===== src/rtl/fifo_arb_pkg.sv =====
// fifo_arb_pkg: shared FSM encoding and the wrapped round-robin increment.
package fifo_arb_pkg;

   typedef enum logic {ARB_IDLE, ARB_BUSY} arb_state_e;

   // An explicit compare against n-1 keeps non-power-of-two requester counts legal.
   function automatic logic [31:0] wrap_inc(input logic [31:0] idx, input logic [31:0] n);
      return (idx == n - 32'd1) ? 32'd0 : idx + 32'd1;
   endfunction

endpackage


===== src/rtl/fifo_push_arb_rr_pick.sv =====
// rr_pick: combinational rotate-priority search for the first request at or above ptr, with wrap.
module rr_pick #(
   parameter  int NREQ = 4,
   localparam int ID_W = $clog2(NREQ)
) (
   input  logic [NREQ-1:0] req,
   input  logic [ID_W-1:0] ptr,
   output logic            vld,
   output logic [ID_W-1:0] idx
);

   logic [2*NREQ-1:0] rot;
   logic [31:0]       sum;

   // Doubling the vector lets bit k of the shifted copy be request (ptr+k) wrapped.
   assign rot = {req, req} >> ptr;

   always_comb begin
      vld = 1'b0;
      idx = '0;
      sum = '0;
      for (int k = NREQ - 1; k >= 0; k--) begin
         if (rot[k]) begin
            sum = 32'(ptr) + 32'(k);
            vld = 1'b1;
            idx = ID_W'((sum >= 32'(NREQ)) ? sum - 32'(NREQ) : sum);
         end
      end
   end

endmodule


===== src/rtl/fifo_push_arb.sv =====
// fifo_push_arb: packet-aware round-robin arbiter sharing one FIFO push port, tagging words with their source.
module fifo_push_arb
   import fifo_arb_pkg::*;
#(
   parameter  int NREQ   = 4,
   parameter  int DATA_W = 32,
   localparam int ID_W   = $clog2(NREQ)
) (
   input  logic                           clk,
   input  logic                           rstn,
   input  logic [NREQ-1:0]                req_vld,
   input  logic [NREQ-1:0][DATA_W-1:0]    req_dat,
   input  logic [NREQ-1:0]                req_last,
   output logic [NREQ-1:0]                req_rdy,
   output logic                           fifo_we,
   output logic [ID_W+DATA_W-1:0]         fifo_wd,
   input  logic                           fifo_full,
   input  logic                           arb_fsh,
   output logic [NREQ-1:0]                arb_gnt,
   output logic                           arb_busy
);

   arb_state_e      state_q, state_d;
   logic [ID_W-1:0] rr_ptr_q, rr_ptr_d;
   logic [ID_W-1:0] gnt_id_q, gnt_id_d;
   logic            pick_vld;
   logic [ID_W-1:0] pick_idx;
   logic            act;
   logic            acc;

   rr_pick #(.NREQ(NREQ)) u_pick (
      .req (req_vld),
      .ptr (rr_ptr_q),
      .vld (pick_vld),
      .idx (pick_idx)
   );

   // A flush silences every output in the cycle it is asserted.
   assign act      = (state_q == ARB_BUSY) & ~arb_fsh;
   assign acc      = act & req_vld[gnt_id_q] & ~fifo_full;
   assign arb_busy = act;
   assign arb_gnt  = act ? ({{(NREQ-1){1'b0}}, 1'b1} << gnt_id_q) : '0;
   assign req_rdy  = fifo_full ? '0 : arb_gnt;
   assign fifo_we  = acc;
   assign fifo_wd  = act ? {gnt_id_q, req_dat[gnt_id_q]} : '0;

   always_comb begin
      state_d  = state_q;
      rr_ptr_d = rr_ptr_q;
      gnt_id_d = gnt_id_q;
      if (arb_fsh) begin
         state_d  = ARB_IDLE;
         rr_ptr_d = '0;
         gnt_id_d = '0;
      end else if (state_q == ARB_IDLE && pick_vld) begin
         state_d  = ARB_BUSY;
         gnt_id_d = pick_idx;
      end else if (acc && req_last[gnt_id_q]) begin
         state_d  = ARB_IDLE;
         rr_ptr_d = ID_W'(wrap_inc(32'(gnt_id_q), 32'(NREQ)));
      end
   end

   always_ff @(posedge clk or negedge rstn) begin
      if (!rstn) begin
         state_q  <= ARB_IDLE;
         rr_ptr_q <= '0;
         gnt_id_q <= '0;
      end else begin
         state_q  <= state_d;
         rr_ptr_q <= rr_ptr_d;
         gnt_id_q <= gnt_id_d;
      end
   end

endmodule


===== config.mk =====
export PLATFORM = sky130hd
export DESIGN_NAME = fifo_push_arb
export DESIGN_NICKNAME = d
export VERILOG_FILES = /design/src/rtl/fifo_arb_pkg.sv /design/src/rtl/fifo_push_arb_rr_pick.sv /design/src/rtl/fifo_push_arb.sv
export SDC_FILE = /design/constraint.sdc
export NUM_CORES = 1
export LEC_CHECK = 0
export BUFFER_PORTS_ARGS = -buffer_cell sky130_fd_sc_hd__buf_2
export CORE_ASPECT_RATIO = 1.1
export CORE_MARGIN = 3
export CORE_UTILIZATION = 34
export CTS_BUF_LIST = sky130_fd_sc_hd__clkbuf_8
export CTS_CLUSTER_DIAMETER = 200
export DETAILED_ROUTE_END_ITERATION = 10
export PLACE_DENSITY = 0.89
export SLEW_MARGIN = 20
export SYNTH_ARGS = -nofsm -noshare
export SYNTH_HDL_FRONTEND = slang
export SYNTH_SLANG_ARGS = --single-unit

===== constraint.sdc =====
create_clock -name clk -period 2.6 [get_ports clk]
set_clock_uncertainty 0.15 [all_clocks]
set_input_delay 0 -clock clk [delete_from_list [all_inputs] [get_ports clk]]
set_output_delay 0 -clock clk [all_outputs]
set_load 0.02 [all_outputs]

# --- After elaboration in Yosys (flattened, before gate mapping) ---
# Index checks and enable logic that the tools add are counted.
classes:
  n_addsub: 8
  n_lt_le_gt_ge: 5
  eq_ne: 2
  shift: 2
  n_mux: 30
  bitwise_logic: 6
  reduce_logical: 6
ops:
  columns: ["cell", "n"]
  rows:
  - ["32-bit binary-select mux with 2-bit select", 1]
  - ["34-bit two-way mux", 1]
  - ["32-bit two-way mux", 1]
  - ["2-bit two-way mux", 14]
  - ["3-bit >= comparator, second input constant", 3]
  - ["1-bit two-way mux", 9]
  - ["4-bit two-way mux", 2]
  - ["8-bit by 2-bit >> shifter with 4-bit output", 1]
  - ["2-bit by 1-bit subtractor with 2-bit output, second input constant", 4]
  - ["2-bit by 2-bit adder with 3-bit output, second input constant", 2]
  - ["1-bit binary-select mux with 2-bit select", 2]
  - ["2-bit nonzero test", 2]
  - ["1-bit by 2-bit << shifter with 4-bit output, first input constant", 1]
  - ["2-bit by 1-bit adder with 3-bit output, second input constant", 1]
  - ["1-bit bitwise AND", 3]
  - ["2-bit by 3-bit >= comparator with 1-bit output, second input constant", 1]
  - ["2-bit by 3-bit < comparator with 1-bit output, second input constant", 1]
  - ["1-bit NOT", 3]
  - ["3-bit nonzero test", 1]
  - ["2-bit by 1-bit adder with 2-bit output, second input constant", 1]
  - ["2-bit equality test, second input constant", 1]
  - ["1-bit logical AND", 2]
  - ["2-bit inequality test, second input constant", 1]
  - ["2-bit AND reduction", 1]
word_totals:
  regBits: 5
  in_bits: 140
  out_inout_bits: 44
  elab_cells: 62

# --- Longest topological paths before layout ---
# Gate-level depths: netlist of the first run.
depth:
  word_depth: 9
  ltp_mapped: 5
  ltp_nobuf: 4

# --- Cells and area by module ---
# A second synthesis of the first run with hierarchy kept.
hier_totals:
  hier_cells: 130
  hier_area_um2: 1500.2
modules_own_cells:
  columns: ["mod", "n_inst", "cells_per_inst", "area_each_um2"]
  rows:
  - ["fifo_push_arb", 1, 115, 1422.6]
  - ["rr_pick", 1, 15, 77.6]

# --- Worst setup path after synthesis of the first run ---
# OpenSTA, ideal clock, no wires.
synth_timing:
  kind: "reg2reg"
  start: "register gnt_id_q[0]"
  end: "register rr_ptr_q[0]"
  setup_ps: 125
  arrival_ps: 1547
  required_ps: 2325
  path_slack_ps: 778
  stages_incl_launch_ff: 6
  synth_period_minus_slack_ps: 1822
  path_cell_list: "dfrtp_1 buf_6 mux4_2 and2_4 nand2_4 mux2_4"
synth_between:
  elab_chain_len: 7
synth_lines:
  columns: ["element", "line", "text"]
  rows:
  - ["start, declared", "fifo_push_arb.sv:25", "logic [ID_W-1:0] gnt_id_q, gnt_id_d;"]
  - ["start signal, assigned", "fifo_push_arb.sv:72", "gnt_id_q <= gnt_id_d;"]
  - ["1-bit binary-select mux with 2-bit select", "fifo_push_arb.sv:40", "assign acc = act & req_vld[gnt_id_q] & ~fifo_full;"]
  - ["1-bit two-way mux (implied by the code)", "fifo_push_arb.sv:40", null]
  - ["1-bit bitwise AND (2 in series)", "fifo_push_arb.sv:40", null]
  - ["1-bit logical AND", "fifo_push_arb.sv:58", "end else if (acc && req_last[gnt_id_q]) begin"]
  - ["2-bit nonzero test (no line)", null, null]
  - ["2-bit AND reduction (no line)", null, null]
  - ["end signal, assigned", "fifo_push_arb.sv:71", "rr_ptr_q <= rr_ptr_d;"]
  - ["end, declared", "fifo_push_arb.sv:24", "logic [ID_W-1:0] rr_ptr_q, rr_ptr_d;"]
# Parallel ways exist; a longest one is shown, timed or not. The select of a mux whose other input is x is not followed.
# A chain may end at the register's enable or synchronous reset.

# --- Final worst setup path of the first run ---
layout_timing:
  start: "register gnt_id_q[0]"
  end: "register state_q"
layout_between:
  elab_chain_len: 6
layout_lines:
  columns: ["element", "line", "text"]
  rows:
  - ["1-bit binary-select mux with 2-bit select", "fifo_push_arb.sv:40", null]
  - ["1-bit two-way mux (implied by the code)", "fifo_push_arb.sv:40", null]
  - ["1-bit bitwise AND (2 in series)", "fifo_push_arb.sv:40", null]
  - ["1-bit logical AND *", "fifo_push_arb.sv:58", null]
  - ["3-bit nonzero test (no line) *", null, null]
  - ["end signal, assigned", "fifo_push_arb.sv:70", "state_q <= state_d;"]
  - ["end, declared", "fifo_push_arb.sv:23", "arb_state_e state_q, state_d;"]
# Mark *: on every way between the ends. The rest lies on a longest branch, timed or not. The select of a mux whose other input is x is not followed.

==> summary.md, run 1 <==
| Metric | Value |
|---|---|
| Setup repair bufs after CTS | `0` |
| Synthesized flop and latch total | `5` |
| Vias/cell | `5.06` |
| Core area | `4080 um2` |
| Design Area, Final | `around 2500 um2` |
| Count leader, synth | `nor2b_1` |
| Clock Sinks | `5` |
| Drt initial violations | `78` |
| Arrival time worst endpoint | `2.30 ns` |
| Final setup vio count | `0` |
| Via count | `about 1,900` |
| CTS Buffer Depth | `2` |
| Num ports | `between 150 and 200` |
| Vias in the first global route | `1,792` |
| Remaining routing DRC violations | `0` |
| Clock-pin slew on the worst setup and hold paths | `0.04 ns` |
| Reg area | `126 um2` |
| Multi-input gate area | `1270 um2` |
| Top cells by area, synth | `mux4_2 52%, nor2b_1 15%, dfrtp_1 8.4%, and2_1 3.8%, ha_1 3.4%` |
| Tcrit/Tclk final | `88.2%` |
| Seq/Total Area, Yosys | `under 10%` |
| Number of diodes | `0` |
| H-tree depth | `1` |
| Crit path max fanout | `12` |
| Gate power share | `between 60 and 70%` |
| Largest net degree at the start of global routing | `36` |
| Switching power | `202 uW` |
| Final slew viol count | `0` |
| Power density over cell area | `238 nW/um2` |
| Fmax | `between 0.4 and 0.5 GHz` |
| Resize count post-CTS | `0` |
| Fin crit period | `2.29 ns` |
| Die ar. | `5190 um2` |
| Seq pwr share | `15.0%` |
| Synth Area per Inst | `between 10 and 15 um2` |
| Grt ovf | `0` |
| Top cells by count, synth | `36 x nor2b_1, 34 x mux4_2, 9 x and2_1, 6 x inv_1, 6 x nor2_1` |
| CTS tree | `done` |
| Leakage power | `1.32 nW` |
| Maximum VDD drop | `176 uV` |
| Number of fillers in the final layout | `365` |
| Initial antenna violation count | `3` |
| Run status | `complete, no violations` |
| Post-synth EDFFs | `0` |
| WL per Instance | `17.7 um` |
| Clock latency on the worst-skew pair | `0.22 ns` |
| Worst min path class | `in2reg` |
| CP Capture Type | `register` |
| Routability Congestion | `0.833` |
| Die span in y | `75.2 um` |
| Worst Max-Slew Pin Slew | `0.627 ns` |
| Post-synthesis cell type count | `26` |
| Total GRT Usage | `22.9%` |
| Clock power share | `23.3%` |
| Post-DP HPWL | `5790 um` |
| Antenna-violating nets left | `0` |
| Fin. Hold Viols | `0` |
| Post-synth top flop | `dfrtp_1` |
| # hold bufs at CTS | `4` |
| Synth Cell Area | `1480 um2` |
| Slowest Stage Delay on Critical Path | `about 0.58 ns` |
| Slowest CP cell | `dlygate4sd3_1` |
| CTS root buffer | `clkbuf_8` |
| CP Cell Sequence | `mux4_2, and2_4, a221oi_2, dlygate4sd3_1` |
| Std cell rows | `24` |
| Internal power | `around 400 uW` |
| Post-Place Worst Slack | `between 0.6 and 0.7 ns` |
| Critical path class | `reg2reg` |
| Synthesis warning total | `0` |
| Core Util, Final | `61.8%` |
| # nets final | `459` |
| Synth top area share | `between 50 and 60%` |
| Data required time at the worst endpoint | `2.60 ns` |
| First-pass GRT wire length | `8650 um` |
| Ratio of cells with drive above 1 in the final layout | `73.9%` |
| Switching share of power | `33.7%` |
| Routed wire length | `6490 um` |
| Die W | `68.9 um` |
| RSZ-0062 raised after global routing | `no` |
| Setup TNS | `0 ns` |
| Area grow syn2layout | `70.3%` |
| Port Buf Inserts | `183` |
| Ys async rst share | `between 90% and 100%` |
| Kind of start point of the critical path | `register` |
| Mapped Cells | `130` |
| Syn_nets | `274` |
| Initial core utilization | `36.3%` |
| Cell taking the most area after synthesis | `mux4_2` |
| Clock buffer count from CTS | `3` |
| Worst Slack Setup Final | `0.307 ns` |
| Post-Place Cell Area | `2440 um2` |
| Max-slew headroom | `57.8%` |
| DR pass1 iterations | `4` |
| Maxcap violations | `0` |
## cells in the final DEF (no fill, tap or decap), types with 2 or more instances in the layout
| cell | instances |
|---|---|
| and2_1 | 9 |
| ha_1 | 4 |
| a21oi_1 | 3 |
| dlygate4sd3_1 | 4 |
| mux2_4 | 2 |
| buf_4 | 5 |
| inv_1 | 7 |
| nor2b_1 | 36 |
| nor2_1 | 6 |
| clkbuf_8 | 3 |
| mux4_2 | 34 |
| dfrtp_1 | 4 |
| o21ai_0 | 2 |
| buf_2 | 183 |
## final timing paths
kind	slack [ns]	cells past startpoint	end	from
max reg2reg	0.31	4	state_q	gnt_id_q[0]
max in group asynchronous	1.55	3	gnt_id_q[0]	rstn
max	0.31	4	state_q	gnt_id_q[0]
min in group asynchronous	0.54	3	state_q	rstn
min	0.06	3	gnt_id_q[0]	req_vld[1]
min reg2reg	0.50	2	gnt_id_q[0]	state_q
## critical path, delay by kind of cell (launching register included)
| kind | cells | cell delay (ns) |
|---|---|---|
| buffers and inverters | 1 | 0.58 |
| muxes | 1 | 0.57 |
| DFF | 1 | 0.57 |
| and+or+nand+nor | 1 | 0.17 |
| AOI/OAI and AO/OA | 1 | 0.19 |
## through the flow
stage	instances	total power, mW	hold slack [ns]
6_report	366	0.600	0.0562
5_1_grt	366	0.640	0.0718
4_1_cts	366	0.605	0.0575
3_5_place_dp	358	0.459	-0.327
3_3_place_gp	358	0.446	-0.329
2_1_floorplan	130	0.300	-0.446
## layer usage
metal  track usage [%]  routed length [um]  up-vias
met5                 0                  28        -
met4              3.68                 128        6
met3              6.72                 611       16
met2              42.9                3530       87
met1              25.7                2180      877
li1                  -                   -      867
## state kept, by name (all words and copies together) (netlist names)
register / flops
gnt_id_q: 2
rr_ptr_q: 2
state_q: 1
## power by group through the flow
stage / logic [mW] / clock network (mW) / registers (mW)
floorplan: 0.215 / 0 / 0.0857
global placement: 0.356 / 0 / 0.0905
detailed placement: 0.368 / 0 / 0.0911
CTS: 0.374 / 0.141 / 0.0901
global route: 0.401 / 0.148 / 0.0913
finish: 0.370 / 0.140 / 0.0897
## area by class of cell
| class | instances | area share (%) |
|---|---|---|
| inverter | 6 | 0.893 |
| sequential | 5 | 5.01 |
| clock inverter | 1 | 0.149 |
| clock buffer | 3 | 1.64 |
| timing repair buffer | 192 | 39.4 |
| multi-input combinational | 107 | 50.3 |
| tap | 52 | 2.58 |
## cell families after synthesis
group	share of synthesized area, %
compound gates	5.57
fa+ha+maj	3.38
buf+inv	5.83
flops	8.45
mux	53.7
simple gates	23.1
Note: power is estimated with default switching activity, not from simulation.
==> inputs of run 2 (changes only) <==
- PLACE_DENSITY: 0.89 -> default
- PLACE_DENSITY_LB_ADDON: default -> 0.15
==> summary.md, run 2 (synthesized netlist as in run 1, its figures left out) <==
| Metric | Value |
|---|---|
| DR pass1 iterations | `4 (unchanged)` |
| Routed wire length | `6420 um (was 6490 um)` |
| CTS tree | `done (unchanged)` |
| Maxcap violations | `0 (unchanged)` |
| Resize count post-CTS | `0 (unchanged)` |
| Die span in y | `75.2 um (unchanged)` |
| CTS root buffer | `clkbuf_8 (unchanged)` |
| Kind of start point of the critical path | `register (unchanged)` |
| Clock latency on the worst-skew pair | `0.22 ns (about the same)` |
| Fin crit period | `2.08 ns (was 2.29 ns)` |
| Num ports | `184 (unchanged)` |
| Tcrit/Tclk final | `80.2% (was 88.2%)` |
| Routability Congestion | `0.848 (was 0.833)` |
| Worst hold endpoint | `gnt_id_q[1] (was gnt_id_q[0])` |
| Vias in the first global route | `1,714 (was 1,792)` |
| CP Capture Type | `register (unchanged)` |
| Total GRT Usage | `22.7% (was 22.9%)` |
| Final Power | `596 uW (was 600 uW)` |
| Area grow syn2layout | `70.3% (unchanged)` |
| Clock buffer count from CTS | `3 (unchanged)` |
| Max-slew headroom | `56.7% (was 57.8%)` |
| Most common cell after layout, fill and taps aside | `buf_2 (unchanged)` |
| Run status | `complete, no violations (unchanged)` |
| Initial antenna violation count | `0 (was 3)` |
| Post-DP HPWL | `5500 um (was 5790 um)` |
| Antenna-violating nets left | `0 (unchanged)` |
| Hold Crit Depth | `3 (unchanged)` |
| Fmax | `0.480 GHz (was 0.436 GHz)` |
| Capturing point of the worst reg2reg path | `state_q (unchanged)` |
| Power density over cell area | `236 nW/um2 (was 238 nW/um2)` |
| Number of diodes | `0 (unchanged)` |
| Clock-pin slew on the worst setup and hold paths | `0.03 ns (was 0.04 ns)` |
| Drt initial violations | `63 (was 78)` |
| Core area | `4080 um2 (unchanged)` |
| Data required time at the worst endpoint | `2.61 ns (was 2.60 ns)` |
| Grt ovf | `0 (unchanged)` |
| Hold Slack | `0.0503 ns (was 0.0562 ns)` |
| R2r startpoint | `gnt_id_q[0] (unchanged)` |
| Worst min path class | `in2reg (unchanged)` |
| Final slew viol count | `0 (unchanged)` |
| First-pass GRT wire length | `8680 um (was 8650 um)` |
| Largest net degree at the start of global routing | `36 (unchanged)` |
| Port Buf Inserts | `183 (unchanged)` |
| Fin. Hold Viols | `0 (unchanged)` |
| Final setup vio count | `0 (unchanged)` |
| Crit path max fanout | `4 (was 12)` |
| Most frequent cells in the layout | `183 x buf_2, 36 x nor2b_1, 34 x mux4_2 (unchanged)` |
| Setup TNS | `0 ns (unchanged)` |
| Arrival time worst endpoint | `2.09 ns (was 2.30 ns)` |
| Critical path class | `reg2reg (unchanged)` |
| Remaining routing DRC violations | `0 (unchanged)` |
| Die W | `68.9 um (unchanged)` |
| Via count | `1,834 (was 1,853)` |
| Die ar. | `5190 um2 (unchanged)` |
| Clock Sinks | `5 (unchanged)` |
| RSZ-0062 raised after global routing | `no (unchanged)` |
| Top Registers | `gnt_id_q x2, rr_ptr_q x2, state_q x1 (unchanged)` |
| Maximum VDD drop | `410 uV (was 176 uV)` |
| Worst R2R Setup Slack | `0.52 ns (was 0.31 ns)` |
| Worst Max-Slew Pin Slew | `0.644 ns (was 0.627 ns)` |
| CTS Buffer Depth | `2 (unchanged)` |
| Ratio of cells with drive above 1 in the final layout | `73.9% (unchanged)` |
| Std cell rows | `24 (unchanged)` |
| Vias/cell | `5.01 (was 5.06)` |
| Worst R2R Path Depth | `4 (unchanged)` |
| Leakage power | `1.32 nW (unchanged)` |
| Number of fillers in the final layout | `381 (was 365)` |
| Initial core utilization | `36.3% (unchanged)` |
| H-tree depth | `1 (unchanged)` |
| Hold wc startpoint | `req_vld[3] (was req_vld[1])` |
| # nets final | `459 (unchanged)` |
| WL per Instance | `17.5 um (was 17.7 um)` |
## run 2: area by class of cell
class | count | area, um2 | area share, %
flip-flops and latches | 5 | 126 | 5.01
clock inverters | 1 | 3.75 | 0.149
repair buffers | 192 | 993 | 39.4
multi-input cells | 107 | 1270 | 50.3
well taps | 52 | 65.1 | 2.58
clock buffers | 3 | 41.3 | 1.64
inverters | 6 | 22.5 | 0.893
## run 2: power breakdown
group | total [mW] | leakage (nW) | internal [mW] | switching, mW
logic | 0.369 | 1.22 | 0.214 | 0.155
registers | 0.0869 | 0.0653 | 0.0821 | 0.00476
clock network | 0.140 | 0.0269 | 0.101 | 0.0391
## run 2: per-stage QoR
step | instance area (um2) | utilization (%) | worst slack [ns] | std cells
final | 2520 | 61.8 | 0.516 | 366
after detailed placement | 2440 | 59.7 | 0.713 | 358
after global placement | 2440 | 59.7 | 0.747 | 358
after global routing | 2520 | 61.8 | 0.366 | 366
after floorplan | 1480 | - | 0.778 | 130
after CTS | 2520 | 61.8 | 0.476 | 366
## run 2: timing repair
item | 4_1_cts | 5_1_grt
setup buffers | 0 | 0
endpoints found under the hold margin | 8 | 0
hold buffers | 4 | 0
## run 2: how the worst max path moves through the flow
| stage | start | end | slack [ns] | depth (start not counted) |
|---|---|---|---|---|
| 4_1_cts | gnt_id_q[0] | fifo_wd[10] | 0.48 | 4 |
| 5_1_grt | gnt_id_q[0] | fifo_wd[10] | 0.37 | 4 |
| 3_5_place_dp | gnt_id_q[0] | fifo_wd[10] | 0.71 | 4 |
| 2_1_floorplan | gnt_id_q[0] | rr_ptr_q[0] | 0.78 | 5 |
| 3_3_place_gp | gnt_id_q[0] | fifo_wd[31] | 0.75 | 4 |
| 6_report | gnt_id_q[0] | state_q | 0.52 | 4 |
## run 2: layer usage
| layer | GRT usage, % | routed length (um) | up-vias |
|---|---|---|---|
| met1 | 26.0 | 2260 | 874 |
| met5 | 0 | 0 | - |
| li1 | - | - | 867 |
| met3 | 4.63 | 556 | 8 |
| met2 | 42.8 | 3520 | 85 |
| met4 | 4.98 | 80 | 0 |
## run 2: worst max-delay path: stages, from the launching register on
cell	delay, ns
dfrtp_2	0.39
mux4_2	0.50
and2_4	0.19
a221oi_2	0.21
dlygate4sd3_1	0.58
